<file path="src/rtl/wb_ext_mem_arbiter.sv">
// Two-master, one-slave Wishbone B3 round-robin arbiter for the external
// memory port. Master 0 is the CPU path; master 1 is a second bus master
// such as VGA fetch or DMA. A grant is held for a whole CYC, so bursts
// pass through intact.
//
// Build option: define WB_ARB_TIMEOUT_EN to add a watchdog. It aborts a
// slave access that sees no termination for TIMEOUT_CYCLES clocks.
//
// Ports:
//   wb_clk_i, wb_rst_n_i            clock, async active-low reset
//   mN_adr/dat/sel/we/cyc/stb/cti/bte_i   master N request (N=0,1)
//   mN_dat/ack/err/rty_o            master N response
//   s_adr/dat/sel/we/cyc/stb/cti/bte_o    slave request
//   s_dat/ack/err/rty_i             slave response
//   gnt_o                           one-hot current grant (debug)
module wb_ext_mem_arbiter #(
    parameter int unsigned AW             = 32,
    parameter int unsigned DW             = 32,
    parameter int unsigned TIMEOUT_CYCLES = 255
) (
    input  logic              wb_clk_i,
    input  logic              wb_rst_n_i,

    input  logic [AW-1:0]     m0_adr_i,
    input  logic [DW-1:0]     m0_dat_i,
    input  logic [DW/8-1:0]   m0_sel_i,
    input  logic              m0_we_i,
    input  logic              m0_cyc_i,
    input  logic              m0_stb_i,
    input  logic [2:0]        m0_cti_i,
    input  logic [1:0]        m0_bte_i,
    output logic [DW-1:0]     m0_dat_o,
    output logic              m0_ack_o,
    output logic              m0_err_o,
    output logic              m0_rty_o,

    input  logic [AW-1:0]     m1_adr_i,
    input  logic [DW-1:0]     m1_dat_i,
    input  logic [DW/8-1:0]   m1_sel_i,
    input  logic              m1_we_i,
    input  logic              m1_cyc_i,
    input  logic              m1_stb_i,
    input  logic [2:0]        m1_cti_i,
    input  logic [1:0]        m1_bte_i,
    output logic [DW-1:0]     m1_dat_o,
    output logic              m1_ack_o,
    output logic              m1_err_o,
    output logic              m1_rty_o,

    output logic [AW-1:0]     s_adr_o,
    output logic [DW-1:0]     s_dat_o,
    output logic [DW/8-1:0]   s_sel_o,
    output logic              s_we_o,
    output logic              s_cyc_o,
    output logic              s_stb_o,
    output logic [2:0]        s_cti_o,
    output logic [1:0]        s_bte_o,
    input  logic [DW-1:0]     s_dat_i,
    input  logic              s_ack_i,
    input  logic              s_err_i,
    input  logic              s_rty_i,

    output logic [1:0]        gnt_o
);

    typedef enum logic [1:0] {
        IDLE = 2'd0,
        GNT0 = 2'd1,
        GNT1 = 2'd2
`ifdef WB_ARB_TIMEOUT_EN
        ,
        ABORT = 2'd3
`endif
    } state_t;

    state_t state, state_next;
    logic   last, last_next;
    logic   sel1_c;
    logic   abort_err_c;
    logic   timeout_hit_c;

`ifdef WB_ARB_TIMEOUT_EN
    localparam int unsigned CW = $clog2(TIMEOUT_CYCLES + 1);

    logic [CW-1:0] cnt;
    logic          abort_first;
    logic          counting_c;

    // A beat is outstanding while the slave sees STB without any termination.
    assign counting_c    = s_stb_o & ~s_ack_i & ~s_err_i & ~s_rty_i;
    assign timeout_hit_c = counting_c && (cnt == CW'(TIMEOUT_CYCLES - 1));
    // The owner of an aborted access is the master last granted.
    assign sel1_c        = (state == GNT1) || ((state == ABORT) && last);
    assign abort_err_c   = (state == ABORT) && abort_first;

    // Watchdog counter and one-shot marker for the first ABORT cycle.
    always_ff @(posedge wb_clk_i or negedge wb_rst_n_i) begin
        if (!wb_rst_n_i) begin
            cnt         <= '0;
            abort_first <= 1'b0;
        end else begin
            abort_first <= (state_next == ABORT) && (state != ABORT);
            if ((state == IDLE) || (state_next != state) || s_ack_i || s_err_i || s_rty_i) begin
                cnt <= '0;
            end else if (counting_c) begin
                cnt <= cnt + CW'(1);
            end
        end
    end
`else
    assign timeout_hit_c = 1'b0;
    assign sel1_c        = (state == GNT1);
    assign abort_err_c   = 1'b0;
`endif

    // State, round-robin pointer and registered grant vector.
    always_ff @(posedge wb_clk_i or negedge wb_rst_n_i) begin
        if (!wb_rst_n_i) begin
            state <= IDLE;
            last  <= 1'b1;
            gnt_o <= 2'b00;
        end else begin
            state <= state_next;
            last  <= last_next;
            gnt_o <= {state_next == GNT1, state_next == GNT0};
        end
    end

    // Next-state: hold the grant for the whole CYC, hand over without an
    // idle cycle when the other master is already waiting.
    always_comb begin
        state_next = state;
        last_next  = last;
        case (state)
            IDLE: begin
                if (m0_cyc_i && m1_cyc_i) begin
                    state_next = last ? GNT0 : GNT1;
                end else if (m0_cyc_i) begin
                    state_next = GNT0;
                end else if (m1_cyc_i) begin
                    state_next = GNT1;
                end
            end
            GNT0: begin
                if (!m0_cyc_i) begin
                    state_next = m1_cyc_i ? GNT1 : IDLE;
                end
`ifdef WB_ARB_TIMEOUT_EN
                else if (timeout_hit_c) begin
                    state_next = ABORT;
                end
`endif
            end
            GNT1: begin
                if (!m1_cyc_i) begin
                    state_next = m0_cyc_i ? GNT0 : IDLE;
                end
`ifdef WB_ARB_TIMEOUT_EN
                else if (timeout_hit_c) begin
                    state_next = ABORT;
                end
`endif
            end
`ifdef WB_ARB_TIMEOUT_EN
            ABORT: begin
                if (last && !m1_cyc_i) begin
                    state_next = m0_cyc_i ? GNT0 : IDLE;
                end else if (!last && !m0_cyc_i) begin
                    state_next = m1_cyc_i ? GNT1 : IDLE;
                end
            end
`endif
            default: state_next = IDLE;
        endcase
        if ((state_next == GNT0) && (state != GNT0)) begin
            last_next = 1'b0;
        end else if ((state_next == GNT1) && (state != GNT1)) begin
            last_next = 1'b1;
        end
    end

    // Combinational passthrough: slave latency is the response latency.
    always_comb begin
        s_adr_o  = '0;
        s_dat_o  = '0;
        s_sel_o  = '0;
        s_we_o   = 1'b0;
        s_cyc_o  = 1'b0;
        s_stb_o  = 1'b0;
        s_cti_o  = 3'b000;
        s_bte_o  = 2'b00;
        m0_dat_o = s_dat_i;
        m1_dat_o = s_dat_i;
        m0_ack_o = 1'b0;
        m0_err_o = 1'b0;
        m0_rty_o = 1'b0;
        m1_ack_o = 1'b0;
        m1_err_o = 1'b0;
        m1_rty_o = 1'b0;
        if (state != IDLE) begin
            s_adr_o = sel1_c ? m1_adr_i : m0_adr_i;
            s_dat_o = sel1_c ? m1_dat_i : m0_dat_i;
            s_sel_o = sel1_c ? m1_sel_i : m0_sel_i;
            s_we_o  = sel1_c ? m1_we_i  : m0_we_i;
            s_cti_o = sel1_c ? m1_cti_i : m0_cti_i;
            s_bte_o = sel1_c ? m1_bte_i : m0_bte_i;
        end
        if (state == GNT0) begin
            s_cyc_o  = m0_cyc_i;
            s_stb_o  = m0_stb_i;
            m0_ack_o = s_ack_i;
            m0_err_o = s_err_i;
            m0_rty_o = s_rty_i;
        end else if (state == GNT1) begin
            s_cyc_o  = m1_cyc_i;
            s_stb_o  = m1_stb_i;
            m1_ack_o = s_ack_i;
            m1_err_o = s_err_i;
            m1_rty_o = s_rty_i;
        end
        // Abort: slave side is cut off, owner gets a single err pulse.
        if (abort_err_c) begin
            m0_err_o = ~sel1_c;
            m1_err_o = sel1_c;
        end
    end

endmodule

</file>
<file path="config.mk">
export PLATFORM = sky130hd
export DESIGN_NAME = wb_ext_mem_arbiter
export DESIGN_NICKNAME = d
export VERILOG_FILES = /design/src/rtl/wb_ext_mem_arbiter.sv
export SDC_FILE = /design/constraint.sdc
export NUM_CORES = 1
export LEC_CHECK = 0
export BUFFER_PORTS_ARGS = -buffer_cell sky130_fd_sc_hd__buf_4
export CAP_MARGIN = 40
export CORE_AREA = 2 2 130 132
export CTS_CLUSTER_SIZE = 25
export DETAILED_ROUTE_END_ITERATION = 10
export DIE_AREA = 0 0 132 134
export SLEW_MARGIN = 20
export SYNTH_ARGS = -nofsm -noshare
export SYNTH_HDL_FRONTEND = slang
export SYNTH_SLANG_ARGS = --single-unit
export TNS_END_PERCENT = 30
</file>
<file path="constraint.sdc">
create_clock -name wb_clk_i -period 1.4 [get_ports wb_clk_i]
set_input_delay 0.28 -clock wb_clk_i [delete_from_list [all_inputs] [get_ports wb_clk_i]]
set_output_delay 0.28 -clock wb_clk_i [all_outputs]
set_load 0.05 [all_outputs]
</file>
; After elaboration in Yosys (flattened, before gate mapping)
; Index checks and enable logic that the tools add are counted.
[word_totals]
wordCells = 51
input_bits = 189
out_inout_bits = 148
ff_bits = 5
[classes]
reduce_logical = 6
muxes = 36
eq_ne = 6
[op_table]
columns = operator, count
row1 = 2-to-1 mux 32 bit, 4
row2 = 2-to-1 mux 1 bit, 18
row3 = 2-to-1 mux 2 bit, 9
row4 = 2-to-1 mux 4 bit, 2
row5 = 2-to-1 mux 3 bit, 2
row6 = one-hot mux 2 bit (3 select lines), 1
row7 = equality test 2 x 1 -> 1 bit (second input constant), 2
row8 = equality test 2 bit (second input constant), 2
row9 = nonzero test 2 bit, 2
row10 = logical AND 1 bit, 3
row11 = logical NOT 2 bit, 1
row12 = inequality test 2 x 1 -> 1 bit (second input constant), 1
row13 = inequality test 2 bit (second input constant), 1

; Longest topological paths before layout
[logic_depth]
word_depth = 8
ltp_mapped = 5
ltp_nobuf = 3

; Worst setup path after synthesis
; No wires, ideal clock.
[synth_timing]
path_type = register to output
from = register state[0]
to = output s_dat_o[22]
path_slack_ns = -0.177
n_path_buf = 3
t_required_ns = 1.120
arrival_ns = 1.297
path_stages_with_launch = 6
path_cell_list = dfrtp_1 > buf_2 > nor2_4 > buf_6 > buf_6 > a22o_1
[synth_between]
elab_chain_len = 3
elab_cells_between_ends = 4
cone_classes = eq/ne: 1 / mux: 2 / reduce/logical: 1
[synth_lines]
columns = item, line
row1 = from (decl), 76  ; state_t state, state_next;
row2 = from (signal assigned), 123  ; state <= state_next;
row3 = equality test 2 bit, 112  ; assign sel1_c = (state == GNT1);
row4 = 2-to-1 mux 32 bit, 202  ; s_dat_o = sel1_c ? m1_dat_i : m0_dat_i;
row5 = 2-to-1 mux 32 bit *, 200  ; if (state != IDLE) begin
row6 = to (decl), 51  ; output logic [DW-1:0] s_dat_o,
; Mark *: on every way between the ends. The rest lies on a longest branch, timed or not.

; Final worst setup path
[layout_timing]
from = register state[0]
to = output s_dat_o[31]
; The elaborated chain is that of the path after synthesis.

==> impl_metrics.tcl <==
set metrics [dict create \
    gp_congestion 0.706 \
    clkTransAtPathRegs_ps 30 \
    synth.avg_cell_area_um2 8.11 \
    via_per_inst 3.69 \
    hold_class "input pin to register" \
    cap_violations 0 \
    finalHoldViolCount 0 \
    tns_ps -28510 \
    run_status "complete, but fails checks" \
    finClkSkew_ps 0.289 \
    initial_core_util_pct 9.16 \
    core_um2 16300 \
    clock_sinks 5 \
    power_frac_comb_pct 84.9 \
    critical_path_class "register to primary output" \
    diodes 0 \
    p_total_w 0.00435 \
    worstSetupEndpointType "primary output" \
    crit_family "flip-flops" \
    worstMarginPinSlew_ps 435 \
    final-setup-viol-count 82 \
    period_needed_ps 1780 \
    htree_levels 1 \
    ff2ff_setup_slack_ps 100 \
    ys_types 19 \
    num-fill-cells 1754 \
    cts_made_buffers 3 \
    fp.dieW_um 132 \
    layout_commonest_cell "buf_4" \
    clockBufferDepth 2 \
    arrival_ps 1500 \
    violations "setup timing" \
    cts_tree "yes" \
    seqCellArea_um2 130 \
    fin_nets 556 \
    overflow 0 \
    dpl_cell_area_um2 3310 \
    multi_input_area_um2 1040 \
    p_per_area_nw_per_um2 1070 \
    yosys.area.top_type_share_pct 44.6 \
    fmax_mhz 561 \
    critPathBufInv 3 \
    wirelength_um 9620 \
    syn2layout_area_growth_pct 173 \
    drv_slew 0 \
    synth_nets 373 \
    synth_edf_count 0 \
    drtIter0Drc 46 \
    switching_share_pct 49.0 \
    final_cell_mix "buf_4, buf_6, a22o_2" \
    vdd_ir_drop_max_v 0.000372 \
    clkPwrFrac_pct 10.6 \
    grt_pass1_vias 2269 \
    p_sw_w 0.00213 \
    rsz0062_at_grt "yes" \
    synth_area_leaders "a22o_1, buf_4, dfrtp_1, buf_2, and2_1" \
    crit_chain "nor2_4, buf_12, buf_16, a22o_1, buf_6" \
    grt.total_usage_pct 9.45 \
    syn_inst 184 \
    route.detailed.drc 0 \
    antenna_found_initial 0 \
    clock-root-buffer "clkbuf_16" \
    grt_max_degree 51 \
    final_cell_area_um2 4080 \
    max_stage_delay_ps 490 \
    row_count 47 \
    via_count 2164 \
    io_pins 337 \
    intPower_w 0.00222 \
    slowest_stage "dfrtp_4" \
    layout_setup_ws_ps -382 \
    path_max_fanout 8 \
    portBuffers 240 \
    clk_latency_ps 230 \
    drtPass1Iterations 4 \
    yosysTopAreaCell "a22o_1" \
    post_drt_wl_per_cell_um 16.4 \
    place_hpwl_um 7110 \
    relSlewSlack_pct 71.0 \
    syn-cell-area_um2 1490 \
    post_route_cells_drive_above_1_share_pct 92.1 \
    yosysSeqAreaShare_pct 8.47 \
    cp.required_ps 1120 \
    ys.flop_type "dfrtp_1" \
    ys_seq_elements 5 \
    power_frac_seq_pct 4.5 \
    fin_crit_sh_pct 127 \
    start_kind "register" \
    ant_nets 0 \
    die-area_um2 17700 \
    leakage_nw 2.01 \
    yosys_warnings 0 \
    grt_pass1_wl_um 13000 \
    fp.dieH_um 134 \
    async_flop_share_pct 100 \
]
[registers in the layout, summed over array words and instances (netlist names)]
signal and count:
last 1, state 2, gnt_o 2
[Yosys cell counts (2+ instances only)]
cell type and count:
o21ai_0 3, nor2_1 4, o21a_1 2, dfrtp_1 4, and2_1 6, a22o_1 76
buf_2 11, clkbuf_1 3, buf_4 64, buf_6 2
[power by group through the flow]
stage | Combinational [W] | Clock (W) | Sequential (W)
6_report | 0.00369 | 0.000462 | 0.000195
3_5_place_dp | 0.00305 | 0 | 0.000198
3_3_place_gp | 0.00304 | 0 | 0.000197
5_1_grt | 0.00384 | 0.000481 | 0.000198
4_1_cts | 0.00355 | 0.000469 | 0.000197
2_1_floorplan | 0.00251 | 0 | 0.000218
[routing by layer]
layer | vias to the layer above | global-route usage [%] | part of all wire (%)
li1 | 1001 | - | -
met1 | 1009 | 9.99 | 35
met2 | 123 | 18.3 | 54
met3 | 31 | 2.42 | 8.6
met4 | 0 | 2.90 | 2.1
met5 | - | 0 | 0
[worst paths after layout]
| check | from | endpoint | depth (start not counted) |
|---|---|---|---|
| worst max-delay path | state[0] | s_dat_o[31] | 5 |
| worst min-delay path | m1_cyc_i | state[1] | 2 |
| worst max register to register | state[0] | gnt_o[0] | 5 |
| worst min register to register | last | last | 2 |
| max in group asynchronous | wb_rst_n_i | last | 2 |
| min in group asynchronous | wb_rst_n_i | gnt_o[0] | 2 |
[worst reg2reg max path, delay by kind of cell, from the launching register on]
family                 cells  cell delay (ps)
buffers and inverters      2              320
flip-flops                 1              490
AO/OA/AOI/OAI              1              170
AND/OR/NAND/NOR            2              210
[stage by stage]
step / worst slack [ps] / std cells / utilization (%) / hold WS [ps]
after floorplan: -81.0 / 184 / - / -15.6
after global placement: -176 / 571 / 20.3 / 84.1
after detailed placement: -203 / 571 / 20.3 / 84.2
after CTS: -420 / 581 / 23.9 / 313
after global routing: -446 / 586 / 25.0 / 328
final: -382 / 586 / 25.0 / 312
[logic make-up after synthesis]
kind of cell	Yosys count	share of synthesized area [%]
AOI/OAI and AO/OA	83	47.6
buffers and inverters	83	38.9
and+or+nand+nor	13	5.03
DFF	5	8.47
[timing repair]
item                                   4_1_cts  5_1_grt
pin swaps                                   17        8
setup endpoints to repair                   82       82
buffers inserted                             2        1
gates cloned                                 3        4
gates resized for setup                    104       16
endpoints found under the hold margin        4        0
hold buffers                                 1        0
[cell type report]
type                       count  share of cell area [%]
timing repair buffer         259                    62.5
multi-input combinational     96                    25.4
tap                          220                    6.75
sequential                     5                    3.19
clock buffer                   4                    1.93
inverter                       2                   0.184
Note: power is estimated with default switching activity, not from simulation.
